`config.mk`:
```
export PLATFORM = sky130hd
export DESIGN_NAME = alu_seq
export DESIGN_NICKNAME = d
export VERILOG_FILES = /design/src/rtl/alu_seq.sv
export SDC_FILE = /design/constraint.sdc
export NUM_CORES = 1
export LEC_CHECK = 0
export BUFFER_PORTS_ARGS = -buffer_cell sky130_fd_sc_hd__buf_2
export CAP_MARGIN = 10
export CORE_ASPECT_RATIO = 1.75
export CORE_UTILIZATION = 45
export DETAILED_ROUTE_END_ITERATION = 10
export GPL_ROUTABILITY_DRIVEN = 0
export PLACE_DENSITY = 0.75
export REMOVE_ABC_BUFFERS = 1
export SLEW_MARGIN = 20
export SYNTH_ARGS = -nofsm -noshare
export SYNTH_HDL_FRONTEND = slang
export SYNTH_SLANG_ARGS = --single-unit
```
`constraint.sdc`:
```
create_clock -name clk -period 1.99 [get_ports clk]
set_input_delay 0.398 -clock clk [delete_from_list [all_inputs] [get_ports clk]]
set_output_delay 0.398 -clock clk [all_outputs]
set_load 0.01 [all_outputs]
```
`src/rtl/alu_seq.sv`:
```
// Handshaked ALU execution unit: valid/ready in and out, registered result, sticky overflow.
// Define ALU_SEQ_MUL_EN to build the iterative shift-add multiplier (opcode 1010).
module alu_seq #(
   parameter int DataSize  = 32,
   parameter int ALUopSize = 4
) (
   input  logic                 clk,
   input  logic                 rst_n,
   input  logic                 in_valid,
   output logic                 in_ready,
   input  logic [ALUopSize-1:0] OP,
   input  logic [DataSize-1:0]  src1,
   input  logic [DataSize-1:0]  src2,
   output logic                 out_valid,
   input  logic                 out_ready,
   output logic [DataSize-1:0]  alu_result,
   output logic                 Overflow,
   output logic                 ovf_sticky,
   input  logic                 clr_ovf
);

   localparam int ShiftBits = $clog2(DataSize);
   localparam int Msb       = DataSize - 1;

   typedef enum logic [1:0] {
      IDLE,
      EXEC,
      DONE
   } state_t;

   typedef enum logic [ALUopSize-1:0] {
      OP_ADD = ALUopSize'(0),
      OP_SUB = ALUopSize'(1),
      OP_AND = ALUopSize'(2),
      OP_OR  = ALUopSize'(3),
      OP_SLL = ALUopSize'(4),
      OP_ROT = ALUopSize'(5),
      OP_XOR = ALUopSize'(6),
      OP_SRL = ALUopSize'(7),
      OP_SRA = ALUopSize'(8),
      OP_SLT = ALUopSize'(9),
      OP_MUL = ALUopSize'(10)
   } op_t;

   state_t                  state, state_nx;
   logic                    accept;
   logic                    is_mul;
   logic [DataSize-1:0]     res_c;
   logic                    ovf_c;
   logic [DataSize-1:0]     sum, diff;
   logic [ShiftBits-1:0]    shamt;
   logic                    big;
   logic [2*DataSize-1:0]   rot_w;

   // Single-cycle datapath
   always_comb begin
      sum   = src1 + src2;
      diff  = src1 - src2;
      shamt = src2[ShiftBits-1:0];
      // shift amounts of DataSize or more are detected from the upper src2 bits
      big   = |src2[DataSize-1:ShiftBits];
      rot_w = {src1, src1} >> shamt;
      res_c = '0;
      ovf_c = 1'b0;
      case (op_t'(OP))
         OP_ADD: begin
            res_c = sum;
            ovf_c = (src1[Msb] == src2[Msb]) && (sum[Msb] != src1[Msb]);
         end
         OP_SUB: begin
            res_c = diff;
            ovf_c = (src1[Msb] != src2[Msb]) && (diff[Msb] != src1[Msb]);
         end
         OP_AND: res_c = src1 & src2;
         OP_OR:  res_c = src1 | src2;
         OP_XOR: res_c = src1 ^ src2;
         OP_SLL: res_c = big ? '0 : (src1 << shamt);
         OP_SRL: res_c = big ? '0 : (src1 >> shamt);
         OP_SRA: res_c = big ? {DataSize{src1[Msb]}} : $unsigned($signed(src1) >>> shamt);
         OP_ROT: res_c = rot_w[DataSize-1:0];
         OP_SLT: res_c = {{(DataSize-1){1'b0}}, ($signed(src1) < $signed(src2))};
         default: begin
            res_c = '0;
            ovf_c = 1'b0;
         end
      endcase
   end

`ifdef ALU_SEQ_MUL_EN
   logic [DataSize-1:0]  mcand;
   logic [DataSize-1:0]  mul_hi, mul_lo;
   logic [ShiftBits-1:0] cnt;
   logic [DataSize:0]    mul_sum;
   logic [DataSize-1:0]  step_hi, step_lo;
   logic                 last_step;

   assign is_mul = (op_t'(OP) == OP_MUL);

   // One radix-2 step: conditionally add multiplicand to the high half, then shift {carry,hi,lo} right
   always_comb begin
      mul_sum   = {1'b0, mul_hi} + (mul_lo[0] ? {1'b0, mcand} : '0);
      step_hi   = mul_sum[DataSize:1];
      step_lo   = {mul_sum[0], mul_lo[DataSize-1:1]};
      last_step = (cnt == '1);
   end
`else
   assign is_mul = 1'b0;
`endif

   // Next-state and handshake
   always_comb begin
      state_nx = state;
      in_ready = 1'b0;
      case (state)
         IDLE:    in_ready = 1'b1;
         DONE:    in_ready = out_ready;
         default: in_ready = 1'b0;
      endcase
      in_ready = in_ready & rst_n;
      accept   = in_valid & in_ready;
      case (state)
         IDLE: begin
            if (accept) state_nx = is_mul ? EXEC : DONE;
         end
         DONE: begin
            if (out_ready) begin
               if (accept) state_nx = is_mul ? EXEC : DONE;
               else        state_nx = IDLE;
            end
         end
`ifdef ALU_SEQ_MUL_EN
         EXEC: begin
            if (last_step) state_nx = DONE;
         end
`endif
         default: state_nx = IDLE;
      endcase
   end

   always_ff @(posedge clk or negedge rst_n) begin
      if (!rst_n) begin
         state     <= IDLE;
         out_valid <= 1'b0;
      end else begin
         state     <= state_nx;
         out_valid <= (state_nx == DONE);
      end
   end

   always_ff @(posedge clk or negedge rst_n) begin
      if (!rst_n) begin
         alu_result <= '0;
         Overflow   <= 1'b0;
      end else if (accept && !is_mul) begin
         alu_result <= res_c;
         Overflow   <= ovf_c;
`ifdef ALU_SEQ_MUL_EN
      end else if (state == EXEC && last_step) begin
         alu_result <= step_lo;
         Overflow   <= |step_hi;
`endif
      end
   end

`ifdef ALU_SEQ_MUL_EN
   always_ff @(posedge clk or negedge rst_n) begin
      if (!rst_n) begin
         mcand  <= '0;
         mul_hi <= '0;
         mul_lo <= '0;
         cnt    <= '0;
      end else if (accept && is_mul) begin
         mcand  <= src1;
         mul_hi <= '0;
         mul_lo <= src2;
         cnt    <= '0;
      end else if (state == EXEC) begin
         mul_hi <= step_hi;
         mul_lo <= step_lo;
         cnt    <= cnt + 1'b1;
      end
   end
`endif

   // Set has priority over a coincident clear
   always_ff @(posedge clk or negedge rst_n) begin
      if (!rst_n)                              ovf_sticky <= 1'b0;
      else if (out_valid && out_ready && Overflow) ovf_sticky <= 1'b1;
      else if (clr_ovf)                        ovf_sticky <= 1'b0;
   end

endmodule

```
==> impl_results.html, run 1 <==
<table>
<tr><th>Metric</th><th>Value</th></tr>
<tr><th colspan="2">Status</th></tr>
<tr><td>Run status</td><td>stopped before the end</td></tr>
<tr><td>Stage at which the flow ended</td><td>global routing</td></tr>
<tr><td>First logged error message</td><td>[ERROR GRT-0116] Global routing finished with congestion. Check the congestion regions in the DRC Viewer.</td></tr>
<tr><th colspan="2">Yosys</th></tr>
<tr><td>XOR/XNOR Fraction of Synth Area</td><td>less than 1%</td></tr>
<tr><td>Compound-cell area share of the yosys netlist</td><td>about a third</td></tr>
<tr><td>Mux share of post-synthesis cell area</td><td>a little under a fifth</td></tr>
<tr><td>Post-synth top flop</td><td>sky130_fd_sc_hd__dfrtp_1</td></tr>
<tr><td>Synth Area in Adders</td><td>a little over a tenth</td></tr>
<tr><td>Simple-gate share of the synthesized area</td><td>~20%</td></tr>
<tr><td>Count of mapped cells out of synthesis</td><td>1,668</td></tr>
<tr><td>Number of library cell types mapped by synthesis</td><td>95</td></tr>
<tr><td>Number of synthesized flops with an enable pin</td><td>0</td></tr>
<tr><td>Yosys warns</td><td>0</td></tr>
<tr><td>Largest family of logic cells by synthesized area</td><td>compound AO/OA/AOI/OAI gates</td></tr>
<tr><td>Top area cells in the synthesized netlist</td><td>sky130_fd_sc_hd__mux4_2 (12%), sky130_fd_sc_hd__ha_1 (10%), sky130_fd_sc_hd__dfrtp_1 (7.6%)</td></tr>
<tr><td>Area of the mapped netlist</td><td>about 0.012 sq mm</td></tr>
<tr><td>Post-synth top area share</td><td>a little under an eighth</td></tr>
<tr><td>Flip-flop and latch count after synthesis</td><td>37</td></tr>
<tr><td>Sequential element share of the synthesized area</td><td>~7.6%</td></tr>
<tr><td>Mean instance size in the synthesized netlist</td><td>7.27 sq um</td></tr>
<tr><td>Synth area leader</td><td>sky130_fd_sc_hd__mux4_2</td></tr>
<tr><td>Ys async rst share</td><td>between 90% and 100%</td></tr>
<tr><th colspan="2">Clocking</th></tr>
<tr><td>Post-cts hold buffer count</td><td>0</td></tr>
<tr><td>Clock buffers created by TritonCTS</td><td>5</td></tr>
<tr><td>Master cell of the clock root buffer</td><td>sky130_fd_sc_hd__clkbuf_16</td></tr>
<tr><td>Clock sink count</td><td>37</td></tr>
<tr><td>Number of buffers between clock root and the deepest sink</td><td>2</td></tr>
<tr><td>CTS H-tree depth</td><td>2</td></tr>
<tr><th colspan="2">Global routing</th></tr>
<tr><td>Pin count of the biggest net entering global routing</td><td>57</td></tr>
<tr><td>First-pass GRT wire length</td><td>approximately 140,000 um</td></tr>
<tr><td>Number of global-route vias before repair</td><td>between 20k and 25k</td></tr>
<tr><td>Global-route total usage across every layer</td><td>approximately two thirds</td></tr>
<tr><td>Overflow left after global routing</td><td>~170</td></tr>
<tr><th colspan="2">Floorplan</th></tr>
<tr><td>Die boundary width</td><td>126 um</td></tr>
<tr><td>Die height</td><td>between 200 and 250 um</td></tr>
<tr><td>IO Count</td><td>109</td></tr>
<tr><td>FP Rows</td><td>79</td></tr>
<tr><td>Starting utilization of the core area</td><td>a little under half</td></tr>
<tr><th colspan="2">Placement</th></tr>
<tr><td>Number of port buffers</td><td>108</td></tr>
<tr><td>Detailed placement HPWL</td><td>approximately 52,000 um</td></tr>
</table>
==> logic make-up after synthesis <==
kind of cell,count (synthesis)
muxes,148
DFF,37
xor gates and xnor gates,10
adders and majority gates,100
and+or+nand+nor,519
buffers and inverters,249
AOI/OAI and AO/OA,604
other,1
==> metrics by stage <==
| stage | setup WS (ns) | area (sq um) | TNS (ns) | cells |
|---|---|---|---|---|
| after global placement | -1.35 | 16900 | -37.34 | 2537 |
| after floorplan | -1.99 | 11400 | -53.27 | 1520 |
| after CTS | -0.800 | 19200 | -20.13 | 2609 |
| after detailed placement | -1.41 | 16900 | -39.47 | 2537 |
==> synth_stat cells (all sizes together) (10+ instances only) <==
master	instances
nand2	201
a21oi	158
nor2	147
o21ai	125
inv	99
ha	98
clkbuf	79
buf	69
mux2i	63
mux4	63
nand3	39
dfrtp	37
a211oi	36
o211ai	32
nor4	25
o31ai	24
nor3	23
mux2	22
o22ai	22
a31oi	20
a221oi	19
a21o	18
o21bai	17
and3	13
o221ai	12
o311ai	12
nor2b	10
==> layer usage <==
layer,global-route usage [%],GRT overflow
met2,87.6,92
met1,67.1,1
met4,69.7,73
met5,23.7,0
met3,50.2,1
==> repair_timing <==
item / CTS
setup endpoints to repair: 33
pin swaps: 133
gates resized for setup: 334
buffers inserted: 65
cloned: 7
==> run 2: changes to the inputs <==
- CORE_ASPECT_RATIO: 1.75 -> unset
- CORE_UTILIZATION: 45 -> 30
- PLACE_DENSITY: 0.75 -> unset
- PLACE_DENSITY_LB_ADDON: unset -> 0.15
- clock period: 1.99 -> 2.6 ns (I/O delays scaled with it)
==> run 2 against run 1 <==
  * The flow now finishes, with violations (setup timing)
  * Synthesized cell count unchanged
  * Area after synthesis unchanged
==> impl_results.html, run 2 <==
<table>
<tr><th>Metric</th><th>Value</th></tr>
<tr><th colspan="2">Yosys</th></tr>
<tr><td>Simple-gate share of the synthesized area</td><td>19.5% (unchanged)</td></tr>
<tr><td>Number of library cell types mapped by synthesis</td><td>95 (unchanged)</td></tr>
<tr><td>Top area cells in the synthesized netlist</td><td>sky130_fd_sc_hd__mux4_2 (12%), sky130_fd_sc_hd__ha_1 (10%), sky130_fd_sc_hd__dfrtp_1 (7.6%)</td></tr>
<tr><td>Compound-cell area share of the yosys netlist</td><td>33.5% (unchanged)</td></tr>
<tr><td>Mean instance size in the synthesized netlist</td><td>7.27 sq um (unchanged)</td></tr>
<tr><td>Leading post-synthesis cells by instance count</td><td>sky130_fd_sc_hd__nand2_1 (201), sky130_fd_sc_hd__a21oi_1 (157), sky130_fd_sc_hd__nor2_1 (147)</td></tr>
<tr><td>XOR/XNOR Fraction of Synth Area</td><td>0.723% (unchanged)</td></tr>
<tr><td>Largest family of logic cells by synthesized area</td><td>compound AO/OA/AOI/OAI gates</td></tr>
<tr><td>Area of the mapped netlist</td><td>0.0121 sq mm (unchanged)</td></tr>
<tr><td>Mux share of post-synthesis cell area</td><td>19.0% (unchanged)</td></tr>
<tr><td>Post-synth top area share</td><td>11.7% (unchanged)</td></tr>
<tr><td>Synth Area in Adders</td><td>10.4% (unchanged)</td></tr>
<tr><td>Number of synthesized flops with an enable pin</td><td>0 (unchanged)</td></tr>
<tr><td>Synth area leader</td><td>sky130_fd_sc_hd__mux4_2</td></tr>
<tr><td>Ys async rst share</td><td>100% (unchanged)</td></tr>
<tr><td>Most frequent cell after synthesis</td><td>sky130_fd_sc_hd__nand2_1</td></tr>
<tr><td>Count of mapped cells out of synthesis</td><td>1,668 (unchanged)</td></tr>
<tr><td>Post-synth top flop</td><td>sky130_fd_sc_hd__dfrtp_1</td></tr>
<tr><td>Yosys warns</td><td>0 (unchanged)</td></tr>
<tr><td>Flip-flop and latch count after synthesis</td><td>37 (unchanged)</td></tr>
<tr><td>Sequential element share of the synthesized area</td><td>7.64% (unchanged)</td></tr>
<tr><th colspan="2">Timing</th></tr>
<tr><td># setup viols final</td><td>30</td></tr>
<tr><td>Maximum clock skew at final layout</td><td>around 0.0027 ns</td></tr>
<tr><td>Final clock period utilization by the worst path</td><td>113%</td></tr>
<tr><td>Worst Tran Pin Value</td><td>just under 0.8 ns</td></tr>
<tr><td>Minimum setup slack in the final design</td><td>-0.331 ns</td></tr>
<tr><td>Fin crit period</td><td>a little under 3 ns</td></tr>
<tr><td>Hold Violations, Final</td><td>0</td></tr>
<tr><td>Number of max-slew violations in the final report</td><td>0</td></tr>
<tr><td>Worst hold slack after final layout</td><td>a little under 0.3 ns</td></tr>
<tr><td>Maximum frequency from static timing analysis</td><td>341 MHz</td></tr>
<tr><td>Total Negative Setup Slacks</td><td>-5.15 ns</td></tr>
<tr><td>Relative slew slack</td><td>48.0%</td></tr>
<tr><td>RSZ-0062 raised after global routing</td><td>true</td></tr>
<tr><th colspan="2">Route</th></tr>
<tr><td>Routed via count divided by cell count</td><td>~6.0</td></tr>
<tr><td>Drt first pass iters</td><td>9</td></tr>
<tr><td>Via count</td><td>17.1k</td></tr>
<tr><td>Number of remaining DRC errors</td><td>0</td></tr>
<tr><td>Antenna-violating nets left</td><td>0</td></tr>
<tr><td>Final WL</td><td>74,000 um</td></tr>
<tr><td>Violation count after the first detailed-routing iteration</td><td>2,266</td></tr>
<tr><td>Average wire per cell in the routed design</td><td>approximately 26 um</td></tr>
<tr><th colspan="2">Floorplan</th></tr>
<tr><td>FP Rows</td><td>73 (-7.6%)</td></tr>
<tr><td>Die height</td><td>203 um (-7.4%)</td></tr>
<tr><td>Die outline area</td><td>approximately 0.041 sq mm</td></tr>
<tr><td>Floorplan Core Area</td><td>0.0398 sq mm</td></tr>
<tr><td>IO Count</td><td>109 (unchanged)</td></tr>
<tr><td>Die boundary width</td><td>203 um (+61%)</td></tr>
<tr><td>Starting utilization of the core area</td><td>30.4% (-15 points)</td></tr>
<tr><th colspan="2">Global routing</th></tr>
<tr><td>Global-route total usage across every layer</td><td>roughly a third</td></tr>
<tr><td>Pin count of the biggest net entering global routing</td><td>60</td></tr>
<tr><td>Antenna violations before repair</td><td>1</td></tr>
<tr><td>Overflow left after global routing</td><td>0</td></tr>
<tr><td>First-pass GRT wire length</td><td>~110,000 um</td></tr>
<tr><td>Number of global-route vias before repair</td><td>~17k</td></tr>
<tr><th colspan="2">Hold path</th></tr>
<tr><td>Class of the most critical hold timing path</td><td>input port to asynchronous set/reset pin</td></tr>
<tr><th colspan="2">Worst setup path</th></tr>
<tr><td>Number of buffers and inverters on the critical path</td><td>4</td></tr>
<tr><td>List of cells traversed by the critical path</td><td>buf_8 -&gt; inv_4 -&gt; ha_4 -&gt; inv_4 -&gt; fa_2 -&gt; nor3b_4 -&gt; nor3_4 -&gt; o211ai_4 -&gt; o311ai_4 -&gt; buf_6 -&gt; a21oi_4 -&gt; o21ai_1 -&gt; a22oi_2 -&gt; a211oi_2 -&gt; o21ai_1</td></tr>
<tr><td>Type of the setup path with the least slack</td><td>input port to register</td></tr>
<tr><td>Delay contributed by the slowest stage of the critical path</td><td>0.40 ns</td></tr>
<tr><td>Highest-delay cell along the critical path</td><td>sky130_fd_sc_hd__o311ai_4</td></tr>
<tr><td>Worst-path maximum fanout</td><td>3</td></tr>
<tr><td>Cell family with most CP delay</td><td>compound AO/OA/AOI/OAI gates</td></tr>
<tr><td>Element type at the critical path end</td><td>register</td></tr>
<tr><td>CP Data Arrival Time</td><td>roughly 3.1 ns</td></tr>
<tr><td>Type of origin of the critical path</td><td>input port</td></tr>
<tr><td>Critical Path RT</td><td>2.79 ns</td></tr>
<tr><th colspan="2">Cells and area</th></tr>
<tr><td>Growth of design area from synthesis to finish</td><td>68.9%</td></tr>
<tr><td>Nets@finish</td><td>~2.5k</td></tr>
<tr><td>Max reg flops</td><td>32</td></tr>
<tr><td>Commonest cells after routing, fill and taps aside</td><td>sky130_fd_sc_hd__buf_4 (612), sky130_fd_sc_hd__nand2_1 (194), sky130_fd_sc_hd__nor2_1 (127), sky130_fd_sc_hd__a21oi_1 (123), sky130_fd_sc_hd__buf_2 (85)</td></tr>
<tr><td>Registers with the most flip-flops</td><td>alu_result: 32 flops, state: 2 flops</td></tr>
<tr><td>Largest register by flop count</td><td>alu_result</td></tr>
<tr><td>Final core utilization</td><td>51.4%</td></tr>
<tr><td>Final instance area</td><td>0.0205 sq mm</td></tr>
<tr><td>Fraction of layout cells with a size suffix above 1</td><td>50.5%</td></tr>
<tr><td>Most frequent standard cell in the layout excluding fill and tap cells</td><td>sky130_fd_sc_hd__buf_4</td></tr>
<tr><td>Fill cell instance count of the final layout</td><td>around 3.8k</td></tr>
<tr><td>Antenna diodes</td><td>0</td></tr>
<tr><th colspan="2">Placement</th></tr>
<tr><td>Number of port buffers</td><td>108 (unchanged)</td></tr>
<tr><td>Detailed placement HPWL</td><td>57,200 um (+10%)</td></tr>
<tr><td>Post-DP Area</td><td>0.0175 sq mm (+3.2%)</td></tr>
<tr><th colspan="2">Clocking</th></tr>
<tr><td>CTS H-tree depth</td><td>2 (unchanged)</td></tr>
<tr><td>Clock tree from TritonCTS</td><td>built</td></tr>
<tr><td>Clock latency of the later-clocked register in the worst-skew pair</td><td>slightly above 0.3 ns</td></tr>
<tr><td>Clk slew on worst S/H paths</td><td>about 0.07 ns</td></tr>
<tr><td>Number of buffers between clock root and the deepest sink</td><td>2 (unchanged)</td></tr>
<tr><td>Clock sink count</td><td>37 (unchanged)</td></tr>
<tr><td>Clock buffers created by TritonCTS</td><td>5 (unchanged)</td></tr>
<tr><td>Post-cts hold buffer count</td><td>0 (unchanged)</td></tr>
<tr><td>Master cell of the clock root buffer</td><td>sky130_fd_sc_hd__clkbuf_16</td></tr>
<tr><th colspan="2">Power</th></tr>
<tr><td>Pwr Density</td><td>between 200 and 300 mW/mm^2</td></tr>
<tr><td>Reported leakage power</td><td>about 9.1 nW</td></tr>
<tr><td>Max IR drop VDD</td><td>0.211 mV</td></tr>
<tr><th colspan="2">Status</th></tr>
<tr><td>Run status</td><td>finished, violations left</td></tr>
<tr><td>Violated checks</td><td>setup timing</td></tr>
<tr><th colspan="2">Job</th></tr>
<tr><td>Max-cap violations</td><td>0</td></tr>
</table>
run 2: cell type report:
cell class	count	area, sq um	share of cell area (%)
multi-input combinational	1382	11800	57.8
inverter	101	424	2.07
tap	525	657	3.21
timing repair buffer	796	6470	31.6
clock buffer	7	153	0.746
clock inverter	1	5.00	0.0245
sequential	37	926	4.52
run 2: metal layers:
| layer | vias to the layer above | part of all wire [%] | wire (um) | global-route usage, % |
|---|---|---|---|---|
| met4 | 2 | 7.8 | 5800 | 22.5 |
| met1 | 8202 | 39 | 29200 | 45.3 |
| met3 | 245 | 10 | 7520 | 6.90 |
| met2 | 1092 | 43 | 31500 | 52.5 |
| met5 | - | 0.015 | 11 | 0 |
| li1 | 7600 | - | - | - |
run 2: per-stage QoR:
stage | setup slack, ns | std cells | total power (W)
3_3_place_gp | -1.31 | 2779 | 0.00420
5_1_grt | -0.382 | 2849 | 0.00597
4_1_cts | -0.244 | 2831 | 0.00540
6_report | -0.331 | 2849 | 0.00573
2_1_floorplan | -1.50 | 1520 | 0.00220
3_5_place_dp | -1.30 | 2779 | 0.00421
run 2: power breakdown:
group / internal, W / total, W / switching, W
sequential: 0.000635 / 0.000674 / 0.0000393
combinational: 0.00202 / 0.00433 / 0.00231
clock: 0.000409 / 0.000724 / 0.000316
total: 0.00306 / 0.00573 / 0.00267
run 2: logic make-up after synthesis:
logic type,Yosys count
adder cells (fa/ha/maj),100
other,1
XOR/XNOR,10
buffers and inverters,249
AND/OR/NAND/NOR,519
AO/OA/AOI/OAI,604
flip-flops,37
multiplexers,148
run 2: repair_timing:
| item | CTS | global route |
|---|---|---|
| gates resized for setup | 340 | 170 |
| setup buffers | 44 | 31 |
| cloned | 5 | 0 |
| pin swaps | 102 | 110 |
| setup endpoints to repair | 33 | 33 |
run 2: final timing paths:
path                            startpoint             end  slack (ns)  cells past startpoint
worst max-delay path               src1[0]  alu_result[14]       -0.33                     15
worst min-delay path                 rst_n      ovf_sticky        0.29                      2
worst max register to register    state[1]  alu_result[29]        0.20                     11
worst min register to register    state[0]       out_valid        0.47                      1
max in group asynchronous            rst_n  alu_result[18]        1.86                      2
min in group clk                   clr_ovf      ovf_sticky        0.41                      2
No activity file was read; power rests on OpenSTA's default activity.
==> run 3: changes to the inputs <==
- ABC_AREA: unset -> 1
- MAX_ROUTING_LAYER: unset -> met4
==> run 3 against run 2 <==
  * The run now ends clean
  * Flip-flop and latch count did not move
  * Non-clock buffer count fell by 217
  * Register-to-register slack improved by 0.42 ns
  * Hold slack improved by 0.029 ns
  * Area after synthesis rose by 4.3%
  * Largest power group unchanged
==> impl_results.html, run 3 <==
<table>
<tr><th>Metric</th><th>Value</th></tr>
<tr><th colspan="2">Worst setup path</th></tr>
<tr><td>CP Data Arrival Time</td><td>2.74 ns (-0.38 ns)</td></tr>
<tr><td>Element type at the critical path end</td><td>register</td></tr>
<tr><td>Critical Path RT</td><td>2.78 ns (about the same)</td></tr>
<tr><td>Type of origin of the critical path</td><td>input port</td></tr>
<tr><td>Type of the setup path with the least slack</td><td>input port to register</td></tr>
<tr><td>Worst-path maximum fanout</td><td>6 (+3)</td></tr>
<tr><th colspan="2">Route</th></tr>
<tr><td>Antenna-violating nets left</td><td>0 (unchanged)</td></tr>
<tr><td>Final WL</td><td>73,900 um (-0.18%)</td></tr>
<tr><td>Average wire per cell in the routed design</td><td>21.1 um (-19%)</td></tr>
<tr><td>Number of remaining DRC errors</td><td>0 (unchanged)</td></tr>
<tr><td>Via count</td><td>19.2k (+12%)</td></tr>
<tr><td>Routed via count divided by cell count</td><td>5.48 (-8.9%)</td></tr>
<tr><td>Drt first pass iters</td><td>7 (-2)</td></tr>
<tr><td>Violation count after the first detailed-routing iteration</td><td>2,599 (+15%)</td></tr>
<tr><th colspan="2">Floorplan</th></tr>
<tr><td>Die outline area</td><td>0.0430 sq mm (+4.3%)</td></tr>
<tr><td>Die boundary width</td><td>207 um (+2.1%)</td></tr>
<tr><td>IO Count</td><td>109 (unchanged)</td></tr>
<tr><td>FP Rows</td><td>74 (+1.4%)</td></tr>
<tr><td>Die height</td><td>207 um (+2.1%)</td></tr>
<tr><td>Starting utilization of the core area</td><td>30.7% (+0.26 points)</td></tr>
<tr><td>Floorplan Core Area</td><td>0.0412 sq mm (+3.5%)</td></tr>
<tr><th colspan="2">Yosys</th></tr>
<tr><td>Sequential element share of the synthesized area</td><td>7.32% (-0.32 points)</td></tr>
<tr><td>Top area cells in the synthesized netlist</td><td>sky130_fd_sc_hd__nand2_1 (26%), sky130_fd_sc_hd__nand3_1 (21%), sky130_fd_sc_hd__ha_1 (9.7%)</td></tr>
<tr><td>Ys async rst share</td><td>100% (unchanged)</td></tr>
<tr><td>Post-synth top area share</td><td>25.9% (+14 points)</td></tr>
<tr><td>Post-synth top flop</td><td>sky130_fd_sc_hd__dfrtp_1</td></tr>
<tr><td>Most frequent cell after synthesis</td><td>sky130_fd_sc_hd__nand2_1</td></tr>
<tr><td>Mean instance size in the synthesized netlist</td><td>5.05 sq um (-30%)</td></tr>
<tr><td>Count of mapped cells out of synthesis</td><td>2,502 (+50%)</td></tr>
<tr><td>Yosys warns</td><td>0 (unchanged)</td></tr>
<tr><td>Leading post-synthesis cells by instance count</td><td>sky130_fd_sc_hd__nand2_1 (872), sky130_fd_sc_hd__nand3_1 (531), sky130_fd_sc_hd__inv_1 (283)</td></tr>
<tr><td>Number of synthesized flops with an enable pin</td><td>0 (unchanged)</td></tr>
<tr><td>Number of library cell types mapped by synthesis</td><td>43 (-55%)</td></tr>
<tr><td>Area of the mapped netlist</td><td>0.0126 sq mm (+4.3%)</td></tr>
<tr><td>Synth area leader</td><td>sky130_fd_sc_hd__nand2_1</td></tr>
<tr><td>Flip-flop and latch count after synthesis</td><td>37 (unchanged)</td></tr>
<tr><th colspan="2">Timing</th></tr>
<tr><td>RSZ-0062 raised after global routing</td><td>true</td></tr>
<tr><td>Worst hold slack after final layout</td><td>0.318 ns (+0.0294 ns)</td></tr>
<tr><td>Worst Tran Pin Value</td><td>0.952 ns (+0.171 ns)</td></tr>
<tr><td>Maximum frequency from static timing analysis</td><td>392 MHz (+15%)</td></tr>
<tr><td>Fin crit period</td><td>2.55 ns (-0.378 ns)</td></tr>
<tr><td>Hold Violations, Final</td><td>0 (unchanged)</td></tr>
<tr><td>Number of max-slew violations in the final report</td><td>0 (unchanged)</td></tr>
<tr><td>Relative slew slack</td><td>36.5% (-11 points)</td></tr>
<tr><td># setup viols final</td><td>0 (-100%)</td></tr>
<tr><td>Final clock period utilization by the worst path</td><td>98.2% (-15 points)</td></tr>
<tr><td>Maximum clock skew at final layout</td><td>0.0193 ns (+0.0166 ns)</td></tr>
<tr><td>Total Negative Setup Slacks</td><td>0 ns (+5.15 ns)</td></tr>
<tr><th colspan="2">Clocking</th></tr>
<tr><td>Clock buffers created by TritonCTS</td><td>5 (unchanged)</td></tr>
<tr><td>CTS H-tree depth</td><td>2 (unchanged)</td></tr>
<tr><td>Post-cts hold buffer count</td><td>0 (unchanged)</td></tr>
<tr><td>Clock latency of the later-clocked register in the worst-skew pair</td><td>0.31 ns (about the same)</td></tr>
<tr><td>Clock sink count</td><td>37 (unchanged)</td></tr>
<tr><td>Clk slew on worst S/H paths</td><td>0.08 ns (about the same)</td></tr>
<tr><td>Number of buffers between clock root and the deepest sink</td><td>2 (unchanged)</td></tr>
<tr><td>Master cell of the clock root buffer</td><td>sky130_fd_sc_hd__clkbuf_16</td></tr>
<tr><td>Clock tree from TritonCTS</td><td>built</td></tr>
<tr><th colspan="2">Global routing</th></tr>
<tr><td>First-pass GRT wire length</td><td>108,000 um (+0.93%)</td></tr>
<tr><td>Overflow left after global routing</td><td>0 (unchanged)</td></tr>
<tr><td>Number of global-route vias before repair</td><td>17.3k (+4.2%)</td></tr>
<tr><td>Global-route total usage across every layer</td><td>34.1% (-0.76 points)</td></tr>
<tr><td>Global routing met3 resource utilization</td><td>7.90% (+1.0 points)</td></tr>
<tr><td>Pin count of the biggest net entering global routing</td><td>77 (+28%)</td></tr>
<tr><td>Antenna violations before repair</td><td>3 (+2)</td></tr>
<tr><td>GRT met1 Usage</td><td>46.0% (+0.70 points)</td></tr>
<tr><td>Global Route met2 Usage</td><td>46.9% (-5.6 points)</td></tr>
<tr><td>Layer with the highest usage</td><td>met2</td></tr>
<tr><th colspan="2">Hold path</th></tr>
<tr><td>Class of the most critical hold timing path</td><td>input port to asynchronous set/reset pin</td></tr>
<tr><th colspan="2">Cells and area</th></tr>
<tr><td>Most frequent standard cell in the layout excluding fill and tap cells</td><td>sky130_fd_sc_hd__nand2_1</td></tr>
<tr><td>Nets@finish</td><td>3,141 (+26%)</td></tr>
<tr><td>Fill cell instance count of the final layout</td><td>4,573 (+19%)</td></tr>
<tr><td>Growth of design area from synthesis to finish</td><td>39.9%</td></tr>
<tr><td>Final instance area</td><td>0.0177 sq mm (-14%)</td></tr>
<tr><td>Commonest cells after routing, fill and taps aside</td><td>sky130_fd_sc_hd__nand2_1 (860), sky130_fd_sc_hd__nand3_1 (515), sky130_fd_sc_hd__buf_4 (447), sky130_fd_sc_hd__inv_1 (280), sky130_fd_sc_hd__nor2_1 (162)</td></tr>
<tr><td>Max reg flops</td><td>32 (unchanged)</td></tr>
<tr><td>Registers with the most flip-flops</td><td>alu_result: 32 flops, state: 2 flops</td></tr>
<tr><td>Fraction of layout cells with a size suffix above 1</td><td>24.4% (-26 points)</td></tr>
<tr><td>Largest register by flop count</td><td>alu_result</td></tr>
<tr><th colspan="2">Power</th></tr>
<tr><td>Pwr Total</td><td>0.00522 W (-8.9%)</td></tr>
<tr><td>Max IR drop VDD</td><td>0.237 mV (+13%)</td></tr>
<tr><td>Reported leakage power</td><td>9.96 nW (+9.0%)</td></tr>
<tr><td>Pwr Density</td><td>295 mW/mm^2 (+5.3%)</td></tr>
<tr><th colspan="2">Status</th></tr>
<tr><td>Run status</td><td>finished, final reports clean</td></tr>
<tr><th colspan="2">Placement</th></tr>
<tr><td>Detailed placement HPWL</td><td>61,500 um (+7.4%)</td></tr>
<tr><td>Post-DP Area</td><td>0.0170 sq mm (-3.0%)</td></tr>
<tr><td>Number of port buffers</td><td>108 (unchanged)</td></tr>
<tr><th colspan="2">Job</th></tr>
<tr><td>Max-cap violations</td><td>0 (unchanged)</td></tr>
</table>
run 3: metal layers:
layer  vias up  part of all wire, %
li1       9093                    -
met5         -                    0
met3       201                   12
met1      8626                   42
met4         0                  6.1
met2      1282                   40
run 3: worst paths after layout:
check	cells past startpoint	slack [ns]	endpoint	start
setup / recovery	17	0.05	alu_result[17]	src1[9]
hold / removal	2	0.32	alu_result[0]	rst_n
setup reg to reg	8	0.62	alu_result[3]	state[1]
hold reg to reg	2	0.47	alu_result[6]	alu_result[6]
max in group asynchronous	2	1.89	alu_result[26]	rst_n
min in group clk	2	0.42	ovf_sticky	clr_ovf
run 3: power breakdown:
group          switching [W]  internal, W
clock network       0.000314     0.000555
registers          0.0000714     0.000666
logic                0.00222      0.00139
run 3: layout make-up:
cell class,count,area [sq um],area share [%]
clock inverters,3,68.8,0.389
multi-input cells,2046,10400,58.9
clock buffers,5,125,0.707
repair buffers,579,4340,24.5
diodes,2,5.00,0.0283
well taps,532,666,3.76
flip-flops and latches,37,926,5.23
inverters,299,1140,6.42
run 3: metrics by stage:
step           setup slack, ns  std cells  util (%)
2_1_floorplan           -0.328       2382         -
3_5_place_dp            -0.553       3490      41.2
3_3_place_gp            -0.579       3490      41.2
6_report                0.0470       3503      43.0
4_1_cts                0.00591       3498      41.9
5_1_grt                -0.0244       3503      43.0
run 3: repair_timing:
item | CTS | global route
pin swaps | 2 | 12
gates cloned | 0 | 0
setup buffers | 0 | 3
gates resized for setup | 25 | 106
setup endpoints to repair | 12 | 31
run 3: critical path, stage by stage:
cell                      delay [ns]
sky130_fd_sc_hd__buf_2          0.18
sky130_fd_sc_hd__inv_1          0.10
sky130_fd_sc_hd__ha_4           0.29
sky130_fd_sc_hd__buf_4          0.15
sky130_fd_sc_hd__nand2_1        0.08
sky130_fd_sc_hd__inv_1          0.12
sky130_fd_sc_hd__nand2_1        0.14
sky130_fd_sc_hd__nor2_4         0.20
sky130_fd_sc_hd__nand4_1        0.17
sky130_fd_sc_hd__nand3_1        0.12
sky130_fd_sc_hd__nand2_1        0.05
sky130_fd_sc_hd__nand3_1        0.07
sky130_fd_sc_hd__nand3_1        0.13
sky130_fd_sc_hd__nor2_4         0.18
sky130_fd_sc_hd__nand2_1        0.11
sky130_fd_sc_hd__nand2_1        0.07
sky130_fd_sc_hd__nand2_1        0.04
run 3: cell families after synthesis:
kind of cell | synth area share, %
AND/OR/NAND/NOR | 57.7
buffers and inverters | 13.8
AO/OA/AOI/OAI | 11.0
adder cells (fa/ha/maj) | 10.0
flip-flops | 7.32
XOR/XNOR | 0.208
other | 0.0297
==> run 4: changes to the inputs <==
- ABC_AREA: 1 -> unset
==> run 4 against run 3 <==
  * Register-to-register slack got worse by 0.46 ns
  * Hold slack got worse by 0.023 ns
  * Cell area increased by 16%
  * Sequential share of layout area decreased by 0.71 points
  * Critical endpoint is now alu_result[14]
  * Highest routed layer unchanged
  * Non-clock buffer count is 218 higher
  * Die area is 4.1% lower
  * Routed wire length hardly changed
  * Core utilization up 8.5 points
  * The flow now finishes with violations (setup timing)
  * First-iteration DRC count is 17% lower
  * Sequential power fell by 8.5%
==> impl_results.html, run 4 (synthesis gave the netlist of run 2 again) <==
<table>
<tr><th>Metric</th><th>Value</th></tr>
<tr><th colspan="2">Route</th></tr>
<tr><td>Average wire per cell in the routed design</td><td>25.9 um (+23%)</td></tr>
<tr><td>Via count</td><td>17.2k (-10%)</td></tr>
<tr><td>Number of remaining DRC errors</td><td>0 (unchanged)</td></tr>
<tr><td>Final WL</td><td>73,900 um (about the same)</td></tr>
<tr><td>Routed via count divided by cell count</td><td>6.04 (+10%)</td></tr>
<tr><td>Violation count after the first detailed-routing iteration</td><td>2,163 (-17%)</td></tr>
<tr><td>Drt first pass iters</td><td>6 (-1)</td></tr>
<tr><td>Antenna-violating nets left</td><td>0 (unchanged)</td></tr>
<tr><th colspan="2">Timing</th></tr>
<tr><td>Relative slew slack</td><td>49.3% (+13 points)</td></tr>
<tr><td># setup viols final</td><td>28 (+28)</td></tr>
<tr><td>Worst hold slack after final layout</td><td>0.296 ns (-0.0226 ns)</td></tr>
<tr><td>Maximum clock skew at final layout</td><td>0.00548 ns (-0.0138 ns)</td></tr>
<tr><td>Hold Violations, Final</td><td>0 (unchanged)</td></tr>
<tr><td>Worst Tran Pin Value</td><td>0.761 ns (-0.191 ns)</td></tr>
<tr><td>Minimum setup slack in the final design</td><td>-0.323 ns (-0.370 ns)</td></tr>
<tr><td>Fin crit period</td><td>2.92 ns (+0.370 ns)</td></tr>
<tr><td>Final clock period utilization by the worst path</td><td>112% (+14 points)</td></tr>
<tr><td>Maximum frequency from static timing analysis</td><td>342 MHz (-13%)</td></tr>
<tr><td>RSZ-0062 raised after global routing</td><td>true</td></tr>
<tr><td>Number of max-slew violations in the final report</td><td>0 (unchanged)</td></tr>
<tr><th colspan="2">Global routing</th></tr>
<tr><td>Global-route total usage across every layer</td><td>35.8% (+1.7 points)</td></tr>
<tr><td>Antenna violations before repair</td><td>1 (-2)</td></tr>
<tr><td>GRT met1 Usage</td><td>45.4% (-0.66 points)</td></tr>
<tr><td>Overflow left after global routing</td><td>0 (unchanged)</td></tr>
<tr><td>Number of global-route vias before repair</td><td>16.6k (-4.1%)</td></tr>
<tr><td>Layer with the highest usage</td><td>met2</td></tr>
<tr><td>Global routing met3 resource utilization</td><td>6.52% (-1.4 points)</td></tr>
<tr><td>First-pass GRT wire length</td><td>107,000 um (-1.2%)</td></tr>
<tr><td>Global Route met2 Usage</td><td>51.8% (+4.9 points)</td></tr>
<tr><td>Pin count of the biggest net entering global routing</td><td>60 (-22%)</td></tr>
<tr><th colspan="2">Cells and area</th></tr>
<tr><td>Most frequent standard cell in the layout excluding fill and tap cells</td><td>sky130_fd_sc_hd__buf_4</td></tr>
<tr><td>Growth of design area from synthesis to finish</td><td>69.1%</td></tr>
<tr><td>Largest register by flop count</td><td>alu_result</td></tr>
<tr><td>Max reg flops</td><td>32 (unchanged)</td></tr>
<tr><td>Nets@finish</td><td>2,497 (-21%)</td></tr>
<tr><td>Final core utilization</td><td>51.5% (+8.5 points)</td></tr>
<tr><td>Registers with the most flip-flops</td><td>alu_result: 32 flops, state: 2 flops</td></tr>
<tr><td>Commonest cells after routing, fill and taps aside</td><td>sky130_fd_sc_hd__buf_4 (610), sky130_fd_sc_hd__nand2_1 (194), sky130_fd_sc_hd__nor2_1 (128), sky130_fd_sc_hd__a21oi_1 (120), sky130_fd_sc_hd__buf_2 (84)</td></tr>
<tr><td>Fraction of layout cells with a size suffix above 1</td><td>50.7% (+26 points)</td></tr>
<tr><th colspan="2">Worst setup path</th></tr>
<tr><td>Dominant cell type by count on the critical path</td><td>sky130_fd_sc_hd__inv_4</td></tr>
<tr><td>CP Data Arrival Time</td><td>3.16 ns (+0.42 ns)</td></tr>
<tr><td>Highest-delay cell along the critical path</td><td>sky130_fd_sc_hd__o311ai_4</td></tr>
<tr><td>List of cells traversed by the critical path</td><td>buf_8 -&gt; inv_4 -&gt; ha_4 -&gt; inv_4 -&gt; fa_2 -&gt; nor3b_4 -&gt; nor3_4 -&gt; o211ai_4 -&gt; o311ai_4 -&gt; buf_6 -&gt; a21oi_4 -&gt; o32a_1 -&gt; a22oi_2 -&gt; a211oi_2 -&gt; o21ai_1</td></tr>
<tr><td>Delay contributed by the slowest stage of the critical path</td><td>0.39 ns (+0.10 ns)</td></tr>
<tr><td>Critical Path RT</td><td>2.84 ns (+0.06 ns)</td></tr>
<tr><td>Element type at the critical path end</td><td>register</td></tr>
<tr><td>Type of the setup path with the least slack</td><td>input port to register</td></tr>
<tr><td>Type of origin of the critical path</td><td>input port</td></tr>
<tr><td>Worst-path maximum fanout</td><td>3 (-3)</td></tr>
<tr><th colspan="2">Placement</th></tr>
<tr><td>Detailed placement HPWL</td><td>57,200 um (-6.9%)</td></tr>
<tr><td>Number of port buffers</td><td>108 (unchanged)</td></tr>
<tr><td>Worst slack, placed</td><td>-1.30 ns (-0.749 ns)</td></tr>
<tr><th colspan="2">Floorplan</th></tr>
<tr><td>IO Count</td><td>109 (unchanged)</td></tr>
<tr><td>Starting utilization of the core area</td><td>30.4% (-0.26 points)</td></tr>
<tr><td>Floorplan Core Area</td><td>0.0398 sq mm (-3.3%)</td></tr>
<tr><td>Die height</td><td>203 um (-2.1%)</td></tr>
<tr><td>Die outline area</td><td>0.0412 sq mm (-4.1%)</td></tr>
<tr><td>Die boundary width</td><td>203 um (-2.1%)</td></tr>
<tr><td>FP Rows</td><td>73 (-1.4%)</td></tr>
<tr><th colspan="2">Clocking</th></tr>
<tr><td>Post-cts hold buffer count</td><td>0 (unchanged)</td></tr>
<tr><td>Clock buffers created by TritonCTS</td><td>5 (unchanged)</td></tr>
<tr><td>Master cell of the clock root buffer</td><td>sky130_fd_sc_hd__clkbuf_16</td></tr>
<tr><td>Clock sink count</td><td>37 (unchanged)</td></tr>
<tr><td>Clock tree from TritonCTS</td><td>built</td></tr>
<tr><td>CTS H-tree depth</td><td>2 (unchanged)</td></tr>
<tr><td>Number of buffers between clock root and the deepest sink</td><td>2 (unchanged)</td></tr>
<tr><td>Clock latency of the later-clocked register in the worst-skew pair</td><td>0.32 ns (about the same)</td></tr>
<tr><td>Clk slew on worst S/H paths</td><td>0.06 ns (-0.02 ns)</td></tr>
<tr><th colspan="2">Status</th></tr>
<tr><td>Run status</td><td>finished, violations left</td></tr>
<tr><td>Violated checks</td><td>setup timing</td></tr>
<tr><th colspan="2">Power</th></tr>
<tr><td>Pwr Total</td><td>0.00573 W (+9.8%)</td></tr>
<tr><td>Reported leakage power</td><td>9.16 nW (-8.0%)</td></tr>
<tr><td>Max IR drop VDD</td><td>0.206 mV (-13%)</td></tr>
<tr><td>Pwr Density</td><td>280 mW/mm^2 (-5.2%)</td></tr>
<tr><th colspan="2">Job</th></tr>
<tr><td>Max-cap violations</td><td>0 (unchanged)</td></tr>
<tr><th colspan="2">Hold path</th></tr>
<tr><td>Class of the most critical hold timing path</td><td>input port to asynchronous set/reset pin</td></tr>
</table>
==> run 4: cell count changes in the layout (fill, tap and decap cells not counted), sizes merged, moves of 36 or more <==
cell / previous run / this run
nor2: 196 / 147
mux4: 0 / 63
o21ai: 86 / 125
a211oi: 0 / 36
nand3: 536 / 39
a21oi: 105 / 158
inv: 298 / 94
buf: 579 / 793
nand2: 879 / 201
mux2i: 0 / 63
==> run 4: metal layers <==
metal	up-vias	part of all wire, %
li1	7613	-
met1	8204	39
met2	1133	43
met3	268	10
met4	0	7.9
met5	-	0
==> run 4: path summary, 6_finish.rpt <==
kind | from | end | slack, ns | depth (start not counted)
hold reg to reg | state[0] | out_valid | 0.47 | 1
max in group asynchronous | rst_n | alu_result[18] | 1.85 | 2
min in group clk | clr_ovf | ovf_sticky | 0.41 | 2
setup reg to reg | state[1] | alu_result[29] | 0.16 | 11
setup / recovery | src1[0] | alu_result[14] | -0.32 | 15
hold / removal | rst_n | ovf_sticky | 0.30 | 2
==> run 4: power breakdown <==
group          total, W  switching (W)  internal (W)
sequential     0.000674      0.0000395      0.000635
clock          0.000724       0.000315      0.000409
combinational   0.00433        0.00231       0.00202
==> run 4: timing repair <==
| item | 4_1_cts | 5_1_grt |
|---|---|---|
| gates cloned | 5 | 0 |
| setup endpoints to repair | 33 | 33 |
| resized for setup | 340 | 168 |
| buffers inserted | 44 | 30 |
| pin swaps | 102 | 102 |
==> run 4: critical path: cells and delay by family <==
kind,cells,cell delay (ns)
AND/OR/NAND/NOR,2,0.41
AO/OA/AOI/OAI,7,1.37
adder cells (fa/ha/maj),2,0.48
buffers and inverters,4,0.38
==> run 4: per-stage QoR <==
| stage | instance area [sq um] | instances | TNS (ns) |
|---|---|---|---|
| 2_1_floorplan | 11400 | 1520 | -37.17 |
| 3_3_place_gp | 17500 | 2779 | -25.68 |
| 3_5_place_dp | 17500 | 2779 | -26.81 |
| 4_1_cts | 19600 | 2831 | -3.22 |
| 5_1_grt | 20500 | 2851 | -7.20 |
| 6_report | 20500 | 2852 | -5.04 |
==> run 4: cell type report <==
cell class,instances,area (sq um)
repair buffers,797,6470
well taps,525,657
diodes,2,5.00
clock inverters,1,5.00
multi-input cells,1382,11900
flip-flops and latches,37,926
clock buffers,7,153
fillers,3839,19300
inverters,101,424
